===== src/rtl/seg7_pkg.sv =====
// Shared types and constants for the 7-segment scan driver.
package seg7_pkg;

  // Converter FSM states
  typedef enum logic [0:0] {
    StIdle,
    StConvert
  } state_e;

  // Active-low segment patterns, bit order {g,f,e,d,c,b,a}
  localparam logic [6:0] SegDigit0 = 7'b1000000;
  localparam logic [6:0] SegDigit1 = 7'b1111001;
  localparam logic [6:0] SegDigit2 = 7'b0100100;
  localparam logic [6:0] SegDigit3 = 7'b0110000;
  localparam logic [6:0] SegDigit4 = 7'b0011001;
  localparam logic [6:0] SegDigit5 = 7'b0010010;
  localparam logic [6:0] SegDigit6 = 7'b0000010;
  localparam logic [6:0] SegDigit7 = 7'b1111000;
  localparam logic [6:0] SegDigit8 = 7'b0000000;
  localparam logic [6:0] SegDigit9 = 7'b0010000;
  localparam logic [6:0] SegBlank  = 7'b1111111;

  // Width of a BCD accumulator holding the given number of digits
  function automatic int unsigned bcd_width(input int unsigned digits);
    return 4 * digits;
  endfunction

endpackage


===== src/rtl/bcd_to_seg7.sv =====
// Combinational BCD nibble to active-low 7-segment pattern.
module bcd_to_seg7
  import seg7_pkg::*;
(
  input  logic [3:0] nibble,
  output logic [6:0] seg
);

  // Table lookup; codes above 9 are unreachable and render dark
  always_comb begin
    seg = SegBlank;
    case (nibble)
      4'd0:    seg = SegDigit0;
      4'd1:    seg = SegDigit1;
      4'd2:    seg = SegDigit2;
      4'd3:    seg = SegDigit3;
      4'd4:    seg = SegDigit4;
      4'd5:    seg = SegDigit5;
      4'd6:    seg = SegDigit6;
      4'd7:    seg = SegDigit7;
      4'd8:    seg = SegDigit8;
      4'd9:    seg = SegDigit9;
      default: seg = SegBlank;
    endcase
  end

endmodule


===== src/rtl/seg7_scan_driver.sv =====
// Latches a binary value, converts it to BCD with shift-add-3 (one bit per
// clock) and multiplexes the digits onto a common-anode display with
// leading-zero blanking.
module seg7_scan_driver
  import seg7_pkg::*;
#(
  parameter int unsigned WIDTH       = 8,
  parameter int unsigned DIGITS      = 4,
  parameter int unsigned REFRESH_DIV = 100000
) (
  input  logic              clk,
  input  logic              rst,
  input  logic              load,
  input  logic [WIDTH-1:0]  value,
  output logic              busy,
  output logic [6:0]        seg,
  output logic [DIGITS-1:0] an,
  output logic              dp
);

  localparam int unsigned BcdW = bcd_width(DIGITS);
  localparam int unsigned CntW = (WIDTH > 1) ? $clog2(WIDTH) : 1;
  localparam int unsigned RefW = $clog2(REFRESH_DIV);
  localparam int unsigned IdxW = (DIGITS > 1) ? $clog2(DIGITS) : 1;

  state_e              state_q, state_d;
  logic [WIDTH-1:0]    bin_q, bin_d;
  logic [BcdW-1:0]     bcd_q, bcd_d;
  logic [CntW-1:0]     cnt_q, cnt_d;
  logic [BcdW-1:0]     disp_q, disp_d;
  logic [RefW-1:0]     ref_q, ref_d;
  logic [IdxW-1:0]     idx_q, idx_d;

  logic [BcdW-1:0]       bcd_adj;
  logic [BcdW+WIDTH-1:0] shifted;
  logic [3:0]            cur_nibble;
  logic [6:0]            cur_seg;
  logic [BcdW-1:0]       upper_nibbles;
  logic                  blank;

  // State registers; reset aborts any conversion and clears the display
  always_ff @(posedge clk or posedge rst) begin
    if (rst) begin
      state_q <= StIdle;
      bin_q   <= '0;
      bcd_q   <= '0;
      cnt_q   <= '0;
      disp_q  <= '0;
      ref_q   <= '0;
      idx_q   <= '0;
    end else begin
      state_q <= state_d;
      bin_q   <= bin_d;
      bcd_q   <= bcd_d;
      cnt_q   <= cnt_d;
      disp_q  <= disp_d;
      ref_q   <= ref_d;
      idx_q   <= idx_d;
    end
  end

  // Converter next state: add-3 correction then a one-bit shift per cycle
  always_comb begin
    state_d = state_q;
    bin_d   = bin_q;
    bcd_d   = bcd_q;
    cnt_d   = cnt_q;
    disp_d  = disp_q;
    bcd_adj = bcd_q;
    for (int i = 0; i < int'(DIGITS); i++) begin
      if (bcd_q[4*i +: 4] >= 4'd5) begin
        bcd_adj[4*i +: 4] = bcd_q[4*i +: 4] + 4'd3;
      end
    end
    shifted = {bcd_adj, bin_q} << 1;
    unique case (state_q)
      StIdle: begin
        if (load) begin
          bin_d   = value;
          bcd_d   = '0;
          cnt_d   = '0;
          state_d = StConvert;
        end
      end
      StConvert: begin
        {bcd_d, bin_d} = shifted;
        cnt_d          = cnt_q + CntW'(1);
        // Last shift: publish the whole result in one step
        if (cnt_q == CntW'(WIDTH - 1)) begin
          disp_d  = shifted[WIDTH +: BcdW];
          state_d = StIdle;
        end
      end
      default: state_d = StIdle;
    endcase
  end

  // Free-running refresh divider and digit index
  always_comb begin
    ref_d = ref_q + RefW'(1);
    idx_d = idx_q;
    if (ref_q == RefW'(REFRESH_DIV - 1)) begin
      ref_d = '0;
      idx_d = (idx_q == IdxW'(DIGITS - 1)) ? '0 : idx_q + IdxW'(1);
    end
  end

  // Active digit selection and leading-zero blanking
  always_comb begin
    cur_nibble    = disp_q[4*idx_q +: 4];
    upper_nibbles = disp_q >> (4 * idx_q);
    blank         = (idx_q != '0) && (upper_nibbles == '0);
    an            = ~(DIGITS'(1) << idx_q);
    seg           = cur_seg;
    if (blank) begin
      an  = '1;
      seg = SegBlank;
    end
  end

  bcd_to_seg7 u_dec (
    .nibble (cur_nibble),
    .seg    (cur_seg)
  );

  assign busy = (state_q == StConvert);
  assign dp   = 1'b1;

endmodule


===== config.mk =====
export PLATFORM = sky130hd
export DESIGN_NAME = seg7_scan_driver
export DESIGN_NICKNAME = d
export VERILOG_FILES = /design/src/rtl/seg7_pkg.sv /design/src/rtl/bcd_to_seg7.sv /design/src/rtl/seg7_scan_driver.sv
export SDC_FILE = /design/constraint.sdc
export NUM_CORES = 1
export LEC_CHECK = 0
export CELL_PAD_IN_SITES_DETAIL_PLACEMENT = 0
export CELL_PAD_IN_SITES_GLOBAL_PLACEMENT = 1
export CORE_UTILIZATION = 47
export CTS_BUF_LIST = sky130_fd_sc_hd__clkbuf_4 sky130_fd_sc_hd__clkbuf_8 sky130_fd_sc_hd__clkbuf_16
export DETAILED_ROUTE_END_ITERATION = 8
export PLACE_DENSITY = 0.91
export SKIP_LAST_GASP = 1
export SLEW_MARGIN = 20
export SYNTH_ARGS = -nofsm -noshare
export SYNTH_HDL_FRONTEND = slang
export SYNTH_HIERARCHICAL = 1
export SYNTH_SLANG_ARGS = --single-unit

===== constraint.sdc =====
create_clock -name clk -period 2.8 [get_ports clk]
set_input_delay 0.56 -clock clk [delete_from_list [all_inputs] [get_ports clk]]
set_output_delay 0.56 -clock clk [all_outputs]
set_load 0.03 [all_outputs]

==> results.json <==
{
  "grt_overflow_total": 0,
  "finClkSkew_ps": 9.076,
  "synth.top_cells.by_count": "dfrtp_1 (63), nand2_1 (33), o21ai_0 (29)",
  "synth_area_um2": 3520,
  "io_buffers": 22,
  "power_uw": 4456,
  "p_leak_uw": 0.001904,
  "synthArstFlopShare": 1.000,
  "crit_fanout": 5,
  "slew_headroom": 0.4747,
  "nFillCells": 645,
  "fin_ws_ps": -86.96,
  "grt_max_degree": 64,
  "cts.sinks": 63,
  "start_util": 0.4853,
  "synthFlopType": "dfrtp_1",
  "firstDrtPassIters": 4,
  "worstMarginPinSlew_ps": 786.1,
  "ys_top_cells_by_area": "dfrtp_1 (45%), ha_1 (7.1%), mux2i_1 (4.8%)",
  "power_density_nw_per_um2": 1076,
  "fin_crit_sh": 1.031,
  "layout-drive-gt1-share": 0.1645,
  "highest_layer": "met4",
  "dp_slack_ps": 140.9,
  "routed_wl_um": 6561,
  "num_vias": 2539,
  "endpoint": "seg[6]",
  "grt_pass1_wl_um": 11370,
  "synth_compound_area_frac": 0.1095,
  "ys_ff_latch": 63,
  "die_h_um": 88.54,
  "routed_via_density": 5.268,
  "multi_input_area_um2": 1808,
  "dp.cells": 460,
  "timing.rr.start": "ref_q[0]$_DFF_PP0_",
  "hold_violations": 0,
  "numCtsBuffers": 9,
  "dpl.hpwl_um": 4508,
  "final_nets": 409,
  "rsz0062_at_grt": "yes",
  "holdPathStages": 1,
  "antennaDiodeCount": 0,
  "outcome": "complete, but fails checks",
  "synth_fa_ha_area_frac": 0.07110,
  "drtIter0Drc": 119,
  "drv_slew": 0,
  "ant_nets": 0,
  "synth.net_count": 378,
  "synth_top_family_by_area": "simple AND/OR/NAND/NOR gates",
  "endpoint_kind": "output pin",
  "gp_congestion": 0.7951,
  "slowest_stage": "mux4_2",
  "synth.avg_cell_area_um2": 10.14,
  "yosysMostFrequentCell": "dfrtp_1",
  "crit_start": "idx_q[0]$_DFFE_PP0N_",
  "hp-class": "reg2reg",
  "post-route-min-period_ps": 2887,
  "cp_data_arrival_time_ps": 2330,
  "path_depth": 7,
  "syn_to_final_growth_pct": 17.70,
  "dieArea_um2": 7838,
  "clock_latency_ps": 340,
  "grt_usage": 0.1895,
  "finalSetupViolations": 10,
  "tns_ps": -668.5,
  "criticalPathCategory": "reg2out",
  "m1WireLength_um": 3243,
  "die_w_um": 88.54,
  "synth_simple_gate_area_frac": 0.1763,
  "cp_top_family": "multiplexers",
  "antenna_found_initial": 0,
  "root_buffer": "clkbuf_8",
  "crit_buf_inv": 2,
  "path_cells": "mux4_2 -> buf_4 -> ha_1 -> nor2_1 -> nor2_1 -> or2_1 -> buf_4",
  "htree_levels": 3,
  "top_level_ports": 24,
  "synth_edf_count": 0,
  "start_kind": "register",
  "core_um2": 7253,
  "seqCellArea_um2": 1579,
  "fmax_ghz": 0.3464,
  "vdd_ir_drop_max_mv": 0.4845,
  "fin_util": 0.5712,
  "regToRegSetupSlack_ps": 370,
  "wl_met2_um": 2993,
  "cp.required_ps": 2240,
  "path_clk_slew_ps": 70,
  "violations": "setup timing",
  "synthMuxAreaShare": 0.1113,
  "grt_pass1_vias": 2488,
  "yosysTopAreaCellShare": 0.4479,
  "instances_no_fill": 482,
  "synthDistinctLibCells": 46,
  "synthXorXnorAreaFrac": 0.04230,
  "routed-wl-met3_um": 189,
  "cts_tree": "done",
  "r2r_cells": 6,
  "ys_seq_area_frac": 0.4479,
  "fp-row-count": 31,
  "yosysTopAreaCell": "dfrtp_1",
  "yosys_warnings": 6,
  "synth_cells": 347,
  "slowest_delay_ps": 600,
  "post-route-drc-count": 0,
  "cap_viol_max_count": 0,
  "wl_per_cell_um": 13.61,
  "clk_path_buf_depth": 2,
  "worstReg2RegEnd": "idx_q[0]$_DFFE_PP0N_"
}
==> metrics by stage <==
stage | hold slack [ps] | instance area (um2)
3_3_place_gp | 462.6 | 3825
2_1_floorplan | 442.5 | 3520
3_5_place_dp | 467.1 | 3825
4_1_cts | 482.8 | 4114
6_report | 480.1 | 4143
5_1_grt | 500.7 | 4143
==> layout by cell type, fill, tap and decap left out, drive strengths merged, types with 2 or more instances in the layout <==
cell type | netlist | layout
mux2i | 17 | 17
nor3 | 5 | 5
a22o | 3 | 3
bufinv | 0 | 2
buf | 7 | 23
nand4 | 3 | 3
a21o | 9 | 9
inv | 17 | 17
mux4 | 4 | 4
or3 | 3 | 3
nor3b | 11 | 11
xnor2 | 13 | 13
nor4 | 4 | 4
a21oi | 16 | 16
nand2 | 33 | 33
o21ai | 30 | 30
and2 | 2 | 2
clkbuf | 8 | 13
dfrtp | 63 | 63
nand3 | 9 | 9
nor2 | 20 | 20
or2 | 10 | 10
and4 | 2 | 2
ha | 20 | 20
xor2 | 4 | 4
nand2b | 12 | 12
clkdlybuf4s50 | 0 | 12
mux2 | 11 | 11
==> timing repair <==
| action | CTS | global route |
|---|---|---|
| hold buffers | 0 | 0 |
| setup buffers | 3 | 2 |
| pin swaps | 7 | 0 |
| cloned | 0 | 1 |
| resized for setup | 14 | 5 |
| setup endpoints to repair | 10 | 10 |
==> flip-flops by register name, indices dropped and copies added, names as in the netlist <==
name,count
bcd_q,16
bin_q,8
busy,1
cnt_q,3
disp_q,16
idx_q,2
ref_q,17
==> layout make-up <==
type / count / share of cell area
Clock buffer: 13 / 0.04017
Clock inverter: 3 / 0.01571
Inverter: 17 / 0.01601
Multi-Input combinational cell: 252 / 0.4364
Sequential cell: 63 / 0.3812
Tap cell: 99 / 0.02990
Timing Repair Buffer: 35 / 0.08064
==> layer usage <==
| metal | global-route usage | vias to the layer above |
|---|---|---|
| met5 | 0 | - |
| li1 | - | 1268 |
| met2 | 0.2965 | 47 |
| met1 | 0.2498 | 1210 |
| met3 | 0.04851 | 14 |
| met4 | 0.08211 | 0 |
==> kinds of logic (layout without fill, tap and decap cells) <==
| logic type | count (synthesis) | after routing |
|---|---|---|
| buffers and inverters | 32 | 68 |
| AO/OA/AOI/OAI | 63 | 63 |
| AND/OR/NAND/NOR | 119 | 119 |
| adder cells (fa/ha/maj) | 20 | 20 |
| other | 1 | 1 |
| multiplexers | 32 | 32 |
| flip-flops | 63 | 63 |
| XOR/XNOR | 17 | 17 |
==> where the power goes <==
part / internal, uW / total [uW] / leakage [uW] / switching (uW)
Combinational: 978 / 2100 / 0.000980 / 1120
Clock: 569 / 904 / 0.000120 / 335
Sequential: 1210 / 1450 / 0.000803 / 247
==> worst min path at each step <==
| stage | slack, ps | start | endpoint |
|---|---|---|---|
| 2_1_floorplan | 440 | disp_q[3]$_DFFE_PP0P_ | disp_q[3]$_DFFE_PP0P_ |
| 3_5_place_dp | 470 | ref_q[14]$_DFF_PP0_ | ref_q[14]$_DFF_PP0_ |
| 6_report | 480 | ref_q[14]$_DFF_PP0_ | ref_q[14]$_DFF_PP0_ |
| 3_3_place_gp | 460 | ref_q[14]$_DFF_PP0_ | ref_q[14]$_DFF_PP0_ |
| 4_1_cts | 480 | ref_q[14]$_DFF_PP0_ | ref_q[14]$_DFF_PP0_ |
| 5_1_grt | 500 | ref_q[0]$_DFF_PP0_ | ref_q[0]$_DFF_PP0_ |
==> worst reg2reg max path, stage by stage (launching register included) <==
cell and delay, ps:
dfrtp_1 390, ha_1 220, and4_1 380, nand2_1 100, nor4_1 650, buf_4 250, mux2_1 330
No activity file was read; power rests on OpenSTA's default activity.
